`src/rtl/register_bus_master.sv`:
```
// Initiator for the TTM4 register bus: source -> LOADBUS + imm -> STOREBUS -> store.
// REGBUS_CARRY_EN enables the carry flag and conditional (JNC-style) stores.
module register_bus_master #(
  parameter int DATA_W        = 4,
  parameter int SETTLE_CYCLES = 1,
  parameter int STROBE_CYCLES = 1
) (
  input  logic              CLK,
  input  logic              RST,
  input  logic              CMD_VALID,
  output logic              CMD_READY,
  input  logic [1:0]        CMD_SRC,
  input  logic [1:0]        CMD_DST,
  input  logic [DATA_W-1:0] CMD_IMM,
  input  logic              CMD_COND,
  input  logic [DATA_W-1:0] IN_PORT,
  input  logic [DATA_W-1:0] LOADBUS,
  output logic              nA_OUT,
  output logic              nB_OUT,
  output logic              nA_ST,
  output logic              nB_ST,
  output logic              nOUT_ST,
  output logic              nPC_LD,
  output logic [DATA_W-1:0] STOREBUS,
  output logic              DONE,
  output logic              C_FLAG
);

`ifdef REGBUS_CARRY_EN
  localparam bit CARRY_EN = 1'b1;
`else
  localparam bit CARRY_EN = 1'b0;
`endif

  localparam int CW = 8;
  localparam logic [CW-1:0] SETTLE_LAST = CW'(SETTLE_CYCLES - 1);
  localparam logic [CW-1:0] STROBE_LAST = CW'(STROBE_CYCLES - 1);

  typedef enum logic [1:0] {
    S_IDLE,
    S_DRIVE,
    S_STORE,
    S_HOLD
  } state_t;

  state_t r_state, w_state_nx;
  logic [CW-1:0] r_cnt, w_cnt_nx;

  logic [1:0]        r_src, r_dst;
  logic [DATA_W-1:0] r_imm;
  logic              r_skip, r_carry;

  logic              w_accept, w_sample;
  logic [1:0]        w_src;
  logic [DATA_W-1:0] w_operand;
  logic [DATA_W:0]   w_sum;
  logic              w_st_en;
  logic [3:0]        w_st_n;

  always_ff @(posedge CLK or negedge RST) begin
    if (!RST) begin
      r_state <= S_IDLE;
      r_cnt   <= '0;
    end else begin
      r_state <= w_state_nx;
      r_cnt   <= w_cnt_nx;
    end
  end

  always_comb begin
    w_state_nx = r_state;
    w_cnt_nx   = r_cnt;
    w_accept   = 1'b0;
    w_sample   = 1'b0;
    unique case (r_state)
      S_IDLE: begin
        if (CMD_VALID && CMD_READY) begin
          w_accept   = 1'b1;
          w_state_nx = S_DRIVE;
          w_cnt_nx   = '0;
        end
      end
      S_DRIVE: begin
        if (r_cnt == SETTLE_LAST) begin
          w_sample   = 1'b1;
          w_state_nx = S_STORE;
          w_cnt_nx   = '0;
        end else begin
          w_cnt_nx = r_cnt + 1'b1;
        end
      end
      S_STORE: begin
        if (r_cnt == STROBE_LAST) begin
          w_state_nx = S_HOLD;
          w_cnt_nx   = '0;
        end else begin
          w_cnt_nx = r_cnt + 1'b1;
        end
      end
      S_HOLD: begin
        w_state_nx = S_IDLE;
      end
      default: w_state_nx = S_IDLE;
    endcase
  end

  // Output enables must be valid in the first DRIVE cycle, before r_src loads.
  assign w_src = w_accept ? CMD_SRC : r_src;

  always_comb begin
    w_operand = '0;
    unique case (r_src)
      2'd0, 2'd1: w_operand = LOADBUS;
      2'd2:       w_operand = IN_PORT;
      default:    w_operand = '0;
    endcase
  end

  assign w_sum   = {1'b0, w_operand} + {1'b0, r_imm};
  assign w_st_en = (w_state_nx == S_STORE) && !r_skip;

  always_comb begin
    w_st_n = 4'b1111;
    if (w_st_en) begin
      unique case (1'b1)
        r_dst == 2'd0: w_st_n[0] = 1'b0;
        r_dst == 2'd1: w_st_n[1] = 1'b0;
        r_dst == 2'd2: w_st_n[2] = 1'b0;
        r_dst == 2'd3: w_st_n[3] = 1'b0;
      endcase
    end
  end

  always_ff @(posedge CLK or negedge RST) begin
    if (!RST) begin
      r_src     <= '0;
      r_dst     <= '0;
      r_imm     <= '0;
      r_skip    <= 1'b0;
      r_carry   <= 1'b0;
      CMD_READY <= 1'b0;
      nA_OUT    <= 1'b1;
      nB_OUT    <= 1'b1;
      nA_ST     <= 1'b1;
      nB_ST     <= 1'b1;
      nOUT_ST   <= 1'b1;
      nPC_LD    <= 1'b1;
      STOREBUS  <= '0;
      DONE      <= 1'b0;
      C_FLAG    <= 1'b0;
    end else begin
      if (w_accept) begin
        r_src  <= CMD_SRC;
        r_dst  <= CMD_DST;
        r_imm  <= CMD_IMM;
        r_skip <= CARRY_EN & CMD_COND & C_FLAG;
      end
      if (w_sample) begin
        STOREBUS <= w_sum[DATA_W-1:0];
        r_carry  <= w_sum[DATA_W];
      end
      if (w_state_nx == S_HOLD) begin
        C_FLAG <= CARRY_EN & r_carry;
      end
      CMD_READY <= (w_state_nx == S_IDLE);
      nA_OUT    <= !((w_state_nx == S_DRIVE) && (w_src == 2'd0));
      nB_OUT    <= !((w_state_nx == S_DRIVE) && (w_src == 2'd1));
      nA_ST     <= w_st_n[0];
      nB_ST     <= w_st_n[1];
      nOUT_ST   <= w_st_n[2];
      nPC_LD    <= w_st_n[3];
      DONE      <= (w_state_nx == S_HOLD);
    end
  end

endmodule
```
`config.mk`:
```
export PLATFORM = sky130hd
export DESIGN_NAME = register_bus_master
export DESIGN_NICKNAME = d
export VERILOG_FILES = /design/src/rtl/register_bus_master.sv
export SDC_FILE = /design/constraint.sdc
export NUM_CORES = 1
export LEC_CHECK = 0
export ABC_AREA = 1
export CORE_MARGIN = 5
export CORE_UTILIZATION = 50
export CTS_CLUSTER_SIZE = 20
export DETAILED_ROUTE_END_ITERATION = 7
export GPL_TIMING_DRIVEN = 0
export PLACE_DENSITY_LB_ADDON = 0.3
export SLEW_MARGIN = 20
export SYNTH_ARGS = -nofsm -noshare
export SYNTH_HDL_FRONTEND = slang
export SYNTH_SLANG_ARGS = --single-unit
```
`constraint.sdc`:
```
create_clock -name CLK -period 3.83 [get_ports CLK]
set_input_delay 0.9575 -clock CLK [delete_from_list [all_inputs] [get_ports CLK]]
set_output_delay 0.9575 -clock CLK [all_outputs]
set_load 0.01 [all_outputs]
```
==> flow_metrics.env <==
export IMPL_synth_largest_area_cell="dfrtp_1"
export IMPL_tns_ps=0
export IMPL_via_per_inst=4.709
export IMPL_routabilityCongestion=0.8134
export IMPL_ir_drop_uv=421.8
export IMPL_synthCells=200
export IMPL_cts_tree="done"
export IMPL_start_kind="flop"
export IMPL_critical_path_buf_inv_count=1
export IMPL_syn_mean_instance_area_um2=8.233
export IMPL_die_w_um=67.39
export IMPL_holdCritPathClass="flop to flop"
export IMPL_synth_top_cells_by_count="nand2_1 (54), inv_1 (30), dfrtp_1 (24), nand3_1 (21), nor2_1 (14)"
export IMPL_setup_violations=0
export IMPL_row_count=20
export IMPL_cellLeakagePower_uw=0.001048
export IMPL_clockBufferDepth=2
export IMPL_drive_gt1_share_pct=14.29
export IMPL_drv_cap=0
export IMPL_worstPathMaxFanout=1
export IMPL_synth_cell_types=29
export IMPL_wl_per_cell_um=10.78
export IMPL_path_delay_family="flip-flops"
export IMPL_grt_pass1_wl_um=5175
export IMPL_ctsHoldBuffers=0
export IMPL_maxSlewViolCount=0
export IMPL_seq_area_frac_synth_pct=46.05
export IMPL_htree_levels=2
export IMPL_synth_edf_count=0
export IMPL_r2r_slack_ps=2120
export IMPL_die_h_um=67.39
export IMPL_cts_sinks=30
export IMPL_synth_top_area_share_pct=36.47
export IMPL_fin_crit_ps=2337
export IMPL_yosysMostFrequentCell="nand2_1"
export IMPL_grt_max_degree=31
export IMPL_max_stage_delay_ps=530
export IMPL_multi_input_area_um2=740.7
export IMPL_dp_hpwl_um=2342
export IMPL_period_share_pct=61.01
export IMPL_ios=33
export IMPL_clk_pin_slew_worst_paths_ps=90
export IMPL_numCtsBuffers=5
export IMPL_root_buffer="clkbuf_4"
export IMPL_max_freq_mhz=428.0
export IMPL_die_area_um2=4541
export IMPL_fillers=281
export IMPL_status="complete, no violations"
export IMPL_area_delta_synth_final_pct=25.15
export IMPL_worstSetupEndpointType="primary output"
export IMPL_ctsResizeCount=0
export IMPL_hold_slack_ps=498.3
export IMPL_ys_ff_latch=30
export IMPL_worst_slew_pin_transition_ps=636.7
export IMPL_maxSlewHeadroom_pct=57.55
export IMPL_critPathRequiredTime_ps=2870
export IMPL_ys_warn_count=0
export IMPL_antenna_found_initial=0
export IMPL_crit_arrival_ps=1380
export IMPL_synth_ff_type="dfrtp_1"
export IMPL_synth_net_count=229
export IMPL_synth_area_leaders="dfrtp_1 (36%), nand2_1 (12%), dfstp_2 (9.6%)"
export IMPL_vias=1328
export IMPL_start_util_pct=53.06
export IMPL_async_reset_ff_share_pct=100.0
export IMPL_grt_pass1_vias=1297
export IMPL_core_area_um2=3103
export IMPL_drtPass1Iterations=4
export IMPL_grt_overflow=0
export IMPL_path_cells="clkdlybuf4s50_1"
export IMPL_num_antenna_cells=0
export IMPL_worstSetupPathType="flop to primary output"
export IMPL_finClkSkew_ps=8.985
export IMPL_drcViolationCount=0
export IMPL_drt_wl_total_um=3039
export IMPL_rsz0062_at_grt="no"
export IMPL_p_per_area_nw_per_um2=662.4
export IMPL_register_area_um2=758.2
export IMPL_final_antenna_net_count=0
export IMPL_grt_usage_pct=15.24
export IMPL_syn_area_um2=1647
export IMPL_post_cts_buffers=0
export IMPL_clkLatencyLatePin_ps=320
export IMPL_hold_viol=0
export IMPL_io_buffers=30
export IMPL_first_iter_violations=45
export IMPL_cp_slowest_cell="dfstp_2"
export IMPL_final_nets=266
-- area by class of cell --
cell class / instances / share of cell area, %
Buffer: 3 / 0.8500
Clock inverter: 2 / 0.6072
Tap cell: 44 / 2.672
Multi-Input combinational cell: 133 / 35.94
Sequential cell: 30 / 36.79
Inverter: 34 / 6.315
Clock buffer: 6 / 2.489
Timing Repair Buffer: 30 / 14.33
-- per-stage QoR --
stage          total power (uW)  area [um^2]  util [%]  instances  setup WS, ps
3_5_place_dp               1176         1997     64.35        274          1206
2_1_floorplan             954.3         1647         -        200          1786
6_report                   1365         2061     66.41        282          1493
5_1_grt                    1494         2061     66.41        282          1439
4_1_cts                    1380         2061     66.41        282          1471
3_3_place_gp               1166         2002     64.52        274          1262
-- worst reg2reg max path, cell delays in order (launching register included) --
cell and delay [ps]:
dfrtp_1 410, inv_1 140, ha_1 240, inv_2 110, nor2_8 160, inv_4 80
nand2_8 100, nand2_4 70, nor2_4 120, nand3_1 80, nand2_1 60, nor2_1 40
-- flip-flops by register name, summed over array words and instances, names as in the netlist --
name and count:
nA_OUT 1, r_src 2, nA_ST 1, STOREBUS 4, nPC_LD 1, nB_OUT 1, nOUT_ST 1, DONE 1
r_dst 2, r_state 2, nB_ST 1, CMD_READY 1, r_imm 4, r_cnt 8
-- cells by family (layout without fill, tap and decap cells) --
group,Yosys count,after routing,synth area share (%)
simple gates,101,101,29.56
other cells,1,1,0.2277
compound gates,20,20,6.839
buf+inv,37,75,8.967
flops,30,30,46.05
xor+xnor,2,2,1.064
fa+ha+maj,9,9,7.295
-- per-layer routing --
metal	vias up	share of wire [%]	track usage (%)
met5	-	0	0
met4	0	0.69	7.089
met3	2	3.8	3.993
met2	17	51	26.75
met1	615	44	17.15
li1	694	-	-
-- cell usage in the layout (no fill, tap or decap) --
cell type | netlist | layout
inv_1 | 30 | 30
dfrtp_1 | 24 | 24
nand2_1 | 54 | 54
o21ai_0 | 13 | 13
a21oi_2 | 1 | 1
inv_4 | 1 | 1
a21oi_1 | 2 | 2
nor3_1 | 2 | 2
nand4_1 | 1 | 1
nor2_8 | 1 | 1
nand3_1 | 21 | 21
clkbuf_4 | 0 | 5
buf_4 | 1 | 1
clkinv_2 | 0 | 1
inv_2 | 3 | 3
clkbuf_8 | 0 | 1
clkdlybuf4s50_1 | 0 | 29
nor2_1 | 14 | 14
fa_1 | 1 | 1
nand2_8 | 1 | 1
clkinvlp_4 | 0 | 1
o21ai_1 | 1 | 1
conb_1 | 1 | 1
nor2_2 | 1 | 1
buf_2 | 2 | 3
dfstp_2 | 6 | 6
nand3_2 | 1 | 1
nor3_2 | 2 | 2
nor2_4 | 1 | 1
o21ai_2 | 2 | 2
nand2_4 | 2 | 2
ha_1 | 8 | 8
xor2_1 | 2 | 2
o22ai_1 | 1 | 1
-- report_power, final --
part           internal (uW)  switching (uW)  leakage, uW
clock                   88.2             108    0.0000343
sequential               429            52.6     0.000372
combinational            271             416     0.000642
total                    788             577      0.00105
-- worst paths after layout --
path / cells past startpoint / endpoint / start
min in group asynchronous: 1 / r_cnt[2] / RST
min: 2 / STOREBUS[0] / STOREBUS[0]
min reg2reg: 2 / STOREBUS[0] / STOREBUS[0]
max in group asynchronous: 1 / r_dst[0] / RST
max: 1 / nOUT_ST / nOUT_ST
max reg2reg: 11 / r_cnt[6] / r_state[0]
No activity file was read; power rests on OpenSTA's default activity.
